`config.mk`:
```
export PLATFORM = sky130hd
export DESIGN_NAME = cam_pix_cap
export DESIGN_NICKNAME = d
export VERILOG_FILES = /design/src/rtl/cam_pix_cap.sv
export SDC_FILE = /design/constraint.sdc
export NUM_CORES = 1
export LEC_CHECK = 0
export ABC_AREA = 1
export ABC_CLOCK_PERIOD_IN_PS = 2700
export BUFFER_PORTS_ARGS = -buffer_cell sky130_fd_sc_hd__buf_2
export CAP_MARGIN = 25
export CORE_ASPECT_RATIO = 0.75
export CORE_MARGIN = 5
export CORE_UTILIZATION = 45
export DETAILED_ROUTE_END_ITERATION = 16
export PLACE_DENSITY = 0.72
export SYNTH_ARGS = -nofsm -noshare
export SYNTH_HDL_FRONTEND = slang
export SYNTH_SLANG_ARGS = --single-unit
```
`constraint.sdc`:
```
create_clock -name clk -period 2.7 [get_ports clk]
set_clock_uncertainty 0.2 [all_clocks]
set_input_delay 0.135 -clock clk [delete_from_list [all_inputs] [get_ports clk]]
set_output_delay 0.135 -clock clk [all_outputs]
set_load 0.05 [all_outputs]
```
`src/rtl/cam_pix_cap.sv`:
```
// cam_pix_cap: camera pixel capture stage.
//   Samples an 8-bit RGB565 byte stream framed by VSYNC/HREF, pairs bytes
//   into pixels, expands them to RGB888 (zero-padded to 32 bits), and queues
//   them in a show-ahead FIFO drained by a valid/ready handshake.
// Ports:
//   clk, reset            single clock, synchronous active-high reset
//   cap_en                arm capture (only looked at on a vsync fall in IDLE)
//   cam_vsync/href/data   camera stream, synchronous to clk
//   pix_data/valid/rdy    downstream pixel handshake, {8'h00,R8,G8,B8}
//   frame_start/done      one-cycle frame boundary pulses
//   line_err/frame_err    sticky framing errors
//   overflow/drop_cnt     sticky FIFO-full drop flag and saturating drop count
module cam_pix_cap #(
    parameter int H_ACTIVE = 640,
    parameter int V_ACTIVE = 480,
    parameter int FIFO_AW  = 3
) (
    input  logic        clk,
    input  logic        reset,
    input  logic        cap_en,
    input  logic        cam_vsync,
    input  logic        cam_href,
    input  logic [7:0]  cam_data,
    output logic [31:0] pix_data,
    output logic        pix_valid,
    input  logic        pix_rdy,
    output logic        frame_start,
    output logic        frame_done,
    output logic        line_err,
    output logic        frame_err,
    output logic        overflow,
    output logic [15:0] drop_cnt
);
    localparam int CW    = $clog2(H_ACTIVE + 2);
    localparam int RW    = $clog2(V_ACTIVE + 1);
    localparam int DEPTH = 2 ** FIFO_AW;

    // S_LO holds byte0 and waits for byte1; S_HI waits for the next byte0.
    localparam logic [1:0] S_IDLE = 2'd0;
    localparam logic [1:0] S_WAIT = 2'd1;
    localparam logic [1:0] S_HI   = 2'd2;
    localparam logic [1:0] S_LO   = 2'd3;

    logic [1:0]    state;
    logic          vsync_r, vsync_rr, href_r, href_rr;
    logic [CW-1:0] col;
    logic [RW-1:0] row;
    logic [7:0]    byte0;
    logic [31:0]   px_word;
    logic          px_push;

    logic vs_fall, vs_rise, hr_fall;
    assign vs_fall = vsync_rr & ~vsync_r;
    assign vs_rise = ~vsync_rr & vsync_r;
    assign hr_fall = href_rr & ~href_r;

    function automatic logic [31:0] expand(input logic [7:0] b0, input logic [7:0] b1);
        logic [4:0] r5;
        logic [5:0] g6;
        logic [4:0] b5;
        r5 = b0[7:3];
        g6 = {b0[2:0], b1[7:5]};
        b5 = b1[4:0];
        return {8'h00, r5, r5[4:2], g6, g6[5:4], b5, b5[4:2]};
    endfunction

    // Capture FSM. cam_data is used unregistered; it lines up with the
    // registered href, so the camera presents href one clk ahead of byte0.
    always_ff @(posedge clk) begin
        if (reset) begin
            state       <= S_IDLE;
            vsync_r     <= 1'b0;
            vsync_rr    <= 1'b0;
            href_r      <= 1'b0;
            href_rr     <= 1'b0;
            col         <= '0;
            row         <= '0;
            byte0       <= 8'h00;
            px_word     <= 32'h0;
            px_push     <= 1'b0;
            frame_start <= 1'b0;
            frame_done  <= 1'b0;
            line_err    <= 1'b0;
            frame_err   <= 1'b0;
        end else begin
            vsync_r     <= cam_vsync;
            vsync_rr    <= vsync_r;
            href_r      <= cam_href;
            href_rr     <= href_r;
            frame_start <= 1'b0;
            frame_done  <= 1'b0;
            px_push     <= 1'b0;
            if (state == S_IDLE) begin
                if (vs_fall && cap_en) begin
                    frame_start <= 1'b1;
                    col         <= '0;
                    row         <= '0;
                    state       <= S_WAIT;
                end
            end else if (vs_rise) begin
                // Aborted frame: any half pixel in byte0 is simply never pushed.
                frame_err <= 1'b1;
                state     <= S_IDLE;
            end else begin
                case (state)
                    S_WAIT: begin
                        if (href_r) begin
                            byte0 <= cam_data;
                            state <= S_LO;
                        end
                    end
                    default: begin
                        if (hr_fall) begin
                            if (col != CW'(H_ACTIVE) || state == S_LO)
                                line_err <= 1'b1;
                            col <= '0;
                            row <= row + RW'(1);
                            if (row == RW'(V_ACTIVE - 1)) begin
                                frame_done <= 1'b1;
                                state      <= S_IDLE;
                            end else begin
                                state <= S_WAIT;
                            end
                        end else if (state == S_HI) begin
                            byte0 <= cam_data;
                            state <= S_LO;
                        end else begin
                            px_word <= expand(byte0, cam_data);
                            px_push <= 1'b1;
                            // Saturate one past H_ACTIVE so long lines still flag.
                            if (col != CW'(H_ACTIVE + 1))
                                col <= col + CW'(1);
                            state <= S_HI;
                        end
                    end
                endcase
            end
        end
    end

    // FIFO: mem holds every queued pixel, including the one mirrored in the
    // registered head (pix_data), so capacity is exactly DEPTH.
    logic [31:0]        mem [DEPTH];
    logic [FIFO_AW-1:0] wp, rp, rp_nxt;
    logic [FIFO_AW:0]   cnt, cnt_left;
    logic               pop, full, wr, drop;

    assign pop      = pix_valid & pix_rdy;
    assign full     = (cnt == DEPTH[FIFO_AW:0]);
    assign wr       = px_push & (~full | pop);
    assign drop     = px_push & full & ~pop;
    assign rp_nxt   = rp + FIFO_AW'(pop);
    assign cnt_left = cnt - (FIFO_AW + 1)'(pop);

    always_ff @(posedge clk) begin
        if (wr)
            mem[wp] <= px_word;
    end

    always_ff @(posedge clk) begin
        if (reset) begin
            wp        <= '0;
            rp        <= '0;
            cnt       <= '0;
            pix_valid <= 1'b0;
            pix_data  <= 32'h0;
            overflow  <= 1'b0;
            drop_cnt  <= 16'h0;
        end else begin
            if (wr)
                wp <= wp + FIFO_AW'(1);
            rp <= rp_nxt;
            case ({wr, pop})
                2'b10:   cnt <= cnt + (FIFO_AW + 1)'(1);
                2'b01:   cnt <= cnt - (FIFO_AW + 1)'(1);
                default: cnt <= cnt;
            endcase
            // Head only presents entries already in mem: a word written this
            // edge becomes visible one edge later.
            pix_valid <= (cnt_left != '0);
            if (cnt_left != '0)
                pix_data <= mem[rp_nxt];
            if (drop) begin
                overflow <= 1'b1;
                if (drop_cnt != 16'hFFFF)
                    drop_cnt <= drop_cnt + 16'd1;
            end
        end
    end
endmodule

```
Word level (Yosys, flattened, before mapping) --
Memories as Yosys holds them, arrays and structs flattened. A register that Yosys moved wholly into a read port is not among the register bits. Cells that the tools add are included.
Operators by class: shifts and indexed selects 0, bitwise logic cells 18, equality and inequality tests 17, div/mod/pow operators 0, $lt $le $gt $ge 0, $mul 0, mux-type cells 30, reduce and logical (&&, ||, !) cells 19, $add $sub $neg 8
Operators by type and width (count):
- 2-to-1 mux 10 bit | 7
- 2-to-1 mux 9 bit | 5
- 2-to-1 mux 8 bit | 4
- inequality test 10 bit (second input constant) | 2
- AND reduction 5 bit | 4
- adder 16 x 1 -> 16 bit (second input constant) | 1
- inequality test 16 bit (second input constant) | 1
- 2-to-1 mux 2 bit | 6
- adder 10 x 1 -> 10 bit (second input constant) | 1
- NOT 1 bit | 10
- OR reduction 5 bit | 2
- adder 9 x 1 -> 9 bit (second input constant) | 1
- == test 9 bit (second input constant) | 1
- case mux 4 bit (2 select lines) | 1
- bitwise AND 1 bit | 7
- 2-to-1 mux 1 bit | 7
- == test 2 bit (second input constant) | 3
- inequality test 2 x 1 -> 1 bit (second input constant) | 3
- AND reduction 2 bit | 3
- nonzero test 2 bit | 3
- adder 4 x 1 -> 4 bit (second input constant) | 1
- == test 2 x 1 -> 1 bit (second input constant) | 2
- == test 4 bit (second input constant) | 1
- inequality test 2 bit (second input constant) | 2
- other kinds (14) | 14
Storage, ports and cells: register bits 122, memory bits (writable) 192, bits in latches 0, memories kept 1, ROM bits 0
Memories:
- mem | depth 8, bits a word 24, read ports 1, clocked after Yosys merged registers in 1, write ports 1, line 143 | logic [31:0] mem [DEPTH];

Depth between registers and ports, before layout --
word-level depth 7, mapped depth 12, depth with buffers taken out 11

Worst setup path after synthesis --
No wires, ideal clock.
path kind register to register, start register pix_valid, end memory mem[0][10] (netlist name) (enable), path buffers 0, arrival 1.971 ns, stages on the path, launching flop included 7, path slack 0.141 ns, data required time 2.112 ns, cells stage by stage dfxtp_1 > nand2_1 > nand4_2 > nand2_1 > inv_1 > nand2_1 > nor2_1
Between the ends: word-level cells in the longest chain between the ends 5
RTL lines:
- from (decl) | line 25 | output logic pix_valid,
- from (signal assigned) | line 180 | pix_valid <= (cnt_left != '0);
- bitwise AND 1 bit | line 148 | assign pop = pix_valid & pix_rdy;
- OR 1 bit | line 150 | assign wr = px_push & (~full | pop);
- bitwise AND 1 bit | line 150
- 2-to-1 mux 1 bit | line 156 | if (wr)
- 2-to-1 mux 1 bit (implied by the code) | line 157 | mem[wp] <= px_word;
- to (decl) | line 143
No other way between the ends.

Worst setup path in the final report --
start register pix_valid, end register pix_data[20] (read register of mem)
Between the ends: word-level cells in the longest chain between the ends 3
RTL lines:
- bitwise AND 1 bit (*) | line 148
- subtractor 4 x 1 -> 4 bit | line 153 | assign cnt_left = cnt - (FIFO_AW + 1)'(pop);
- nonzero test 4 bit | line 181 | if (cnt_left != '0)
- to (decl) | line 24 | output logic [31:0] pix_data,
Mark *: on every way between the ends. The rest lies on a longest branch, timed or not. A chain may end at the register's enable or synchronous reset.

==> flow_metrics.env <==
export IMPL_min_period_ns=2.380
export IMPL_path_clk_slew_ns=0.06
export IMPL_cts_buffers=23
export IMPL_synth_edf_count=128
export IMPL_drt_initial_drc_count=604
export IMPL_crit_buf_inv=1
export IMPL_worstSetupPathType="register to register"
export IMPL_rsz0062_at_grt="false"
export IMPL_gp_congestion=0.8205
export IMPL_clock_sinks=226
export IMPL_netlist_area_mm2=0.009628
export IMPL_gr_total_overflow=0
export IMPL_grt_pass1_wl_mm=33.96
export IMPL_yosys_top_cells_count="145 x nor2_1, 128 x edfxtp_1, 119 x nand2_1, 108 x o21ai_0, 98 x dfxtp_1"
export IMPL_slowest_delay_ns=0.77
export IMPL_routedWlPerCell_um=16.04
export IMPL_grt_total_usage_pct=17.42
export IMPL_drcViolationCount=0
export IMPL_slew_headroom_pct=32.73
export IMPL_root_buffer="clkbuf_16"
export IMPL_cp_end_kind="register"
export IMPL_irDropWorstVdd_v=0.0004349
export IMPL_synth_area_leaders="edfxtp_1 40%, dfxtp_1 20%, nor2_1 5.7%"
export IMPL_ios=68
export IMPL_hold_class="input pin to register"
export IMPL_timing_rr_start="pix_valid"
export IMPL_fp_dieArea_mm2=0.02445
export IMPL_drt_total_wl_mm=21.48
export IMPL_synth_ff_type="edfxtp_1"
export IMPL_cp_required_ns=2.92
export IMPL_clock_path_buffers=3
export IMPL_fin_crit_sh_pct=88.16
export IMPL_avgSynthCellArea_um2=10.01
export IMPL_utilization_pct=52.14
export IMPL_cp_top_family="compound AO/OA/AOI/OAI gates"
export IMPL_tightest_slew_ns=1.009
export IMPL_synth_top_area_cell="edfxtp_1"
export IMPL_setup_viol=0
export IMPL_p_per_area_mw_per_mm2=938.7
export IMPL_dp_hpwl_mm=13.65
export IMPL_grt_start_max_net_pins=41
export IMPL_start_util_pct=45.58
export IMPL_maxSlewViolCount=0
export IMPL_arrival_ns=2.60
export IMPL_synth_warnings=0
export IMPL_chipWidth_um=178.9
export IMPL_synth_seq_area_share_pct=60.30
export IMPL_cp_start_kind="register"
export IMPL_coreArea_mm2=0.02112
export IMPL_vias_per_cell=5.229
export IMPL_crit_start="pix_valid"
export IMPL_synth_top_area_share_pct=39.92
export IMPL_p_leak_nw=4.096
export IMPL_ys_ff_latch=226
export IMPL_ant_nets=0
export IMPL_max_freq_mhz=420.1
export IMPL_tritoncts="yes"
export IMPL_setup_tns_ns=0
export IMPL_async_flop_share_pct=0
export IMPL_worstHoldStart="cam_href"
export IMPL_final_layout_size_suffix_gt1_share_pct=15.41
export IMPL_antenna_cells=0
export IMPL_vias=7002
export IMPL_cp_max_fo=17
export IMPL_crit_path_cell_trace="nand2_1 > inv_1 > ha_1 > nor3b_1 > a21oi_2 > nand3_1 > o21ai_0"
export IMPL_synth_cells=962
export IMPL_yosysUniqueCellTypes=45
export IMPL_nets=1063
export IMPL_status="finished clean"
export IMPL_area_delta_synth_final_pct=14.39
export IMPL_hold_viol=0
export IMPL_yosysMostFrequentCell="nor2_1"
export IMPL_rows=46
export IMPL_cap_violations=0
export IMPL_clk_latency_ns=0.51
export IMPL_slowest_stage="a21oi_2"
export IMPL_io_buffers=59
export IMPL_antenna_found_initial=0
export IMPL_grt_pass1_vias=6515
export IMPL_first_pass_iters=5
export IMPL_h_tree_depth=1
export IMPL_die_h_um=136.7
[metrics by stage]
stage	power [mW]	setup slack, ns	cells	hold slack, ns	instance area (um^2)
6_report	10.34	0.3197	1339	0.1870	11010
5_1_grt	10.88	0.1313	1339	0.2173	11010
4_1_cts	10.39	0.2775	1339	0.1597	11010
3_5_place_dp	7.338	0.3992	1283	0.1406	10140
2_1_floorplan	6.664	0.1406	969	0.04197	9654
3_3_place_gp	7.262	0.4826	1283	0.1368	10140
[cells in the final DEF, fill, tap and decap left out, types with 3 or more instances in the layout]
cell           Yosys  final
a21oi_1           47     47
a21oi_2            9      9
buf_2             10     59
buf_4             19     24
clkbuf_16          0     24
clkinv_1           0      4
clkinv_2           0      7
conb_1             1      8
dfxtp_1           98     98
dlygate4sd3_1      0     14
edfxtp_1         128    128
ha_1              15     15
inv_1             69     68
inv_2              6      6
nand2_1          119    119
nand2_4            5      5
nand3_1           47     47
nand3_2            3      3
nand4_1            9      9
nor2_1           145    145
nor2_2             3      3
nor2_4             4      4
nor3_1             9      9
o21ai_0          108    108
o21ai_1           14     14
o221ai_1          32     32
xnor2_1            6      6
xor2_1             7      7
[what timing repair did]
item / in CTS / in global routing
hold buffers: 14 / 0
hold endpoints to repair: 26 / 0
buffers inserted: 0 / 0
gates resized for setup: 0 / 0
setup endpoints to repair: 0 / 0
[state kept, by name, summed over array words and instances, names as in the netlist, 4 cells and up]
signal,cells
mem,128
drop_cnt,16
pix_data,16
px_word,16
col,10
row,9
byte0,8
cnt,4
[path summary, 6_finish.rpt]
check                  to  slack, ns  depth (start not counted)
max          pix_data[20]       0.32                          7
min                href_r       0.19                          4
max reg2reg  pix_data[20]       0.32                          7
min reg2reg      line_err       0.25                          2
[kinds of logic after synthesis]
logic type	share of synthesized area (%)
adders and majority gates	1.949
xor gates and xnor gates	1.352
AOI/OAI and AO/OA	12.83
DFF	60.30
other	0.03895
and+or+nand+nor	16.79
buffers and inverters	6.745
[where the power goes]
group | leakage [nW] | total [mW] | internal, mW | switching (mW)
clock network | 0.364 | 3.04 | 1.75 | 1.29
logic | 1.75 | 2.67 | 0.736 | 1.94
registers | 1.98 | 4.63 | 4.21 | 0.418
[routing by layer]
layer / global-route usage (%) / share of wire (%)
met5: 0 / 0
met4: 4.303 / 1.8
met3: 2.430 / 6.6
met2: 27.18 / 44
met1: 25.80 / 47
[cell type report]
type	instances	area, um^2
sequential	226	5806
timing repair buffer	97	615.6
clock buffer	27	621.8
inverter	78	302.8
fill	1859	10110
clock inverter	15	107.6
tap	288	360.3
multi-input combinational	608	3199
[tightest hold or removal path, delay by kind of cell]
kind,cells,cell delay (ns)
simple gates,1,0.06
buf+inv,3,0.64
Note: power is estimated with default switching activity, not from simulation.
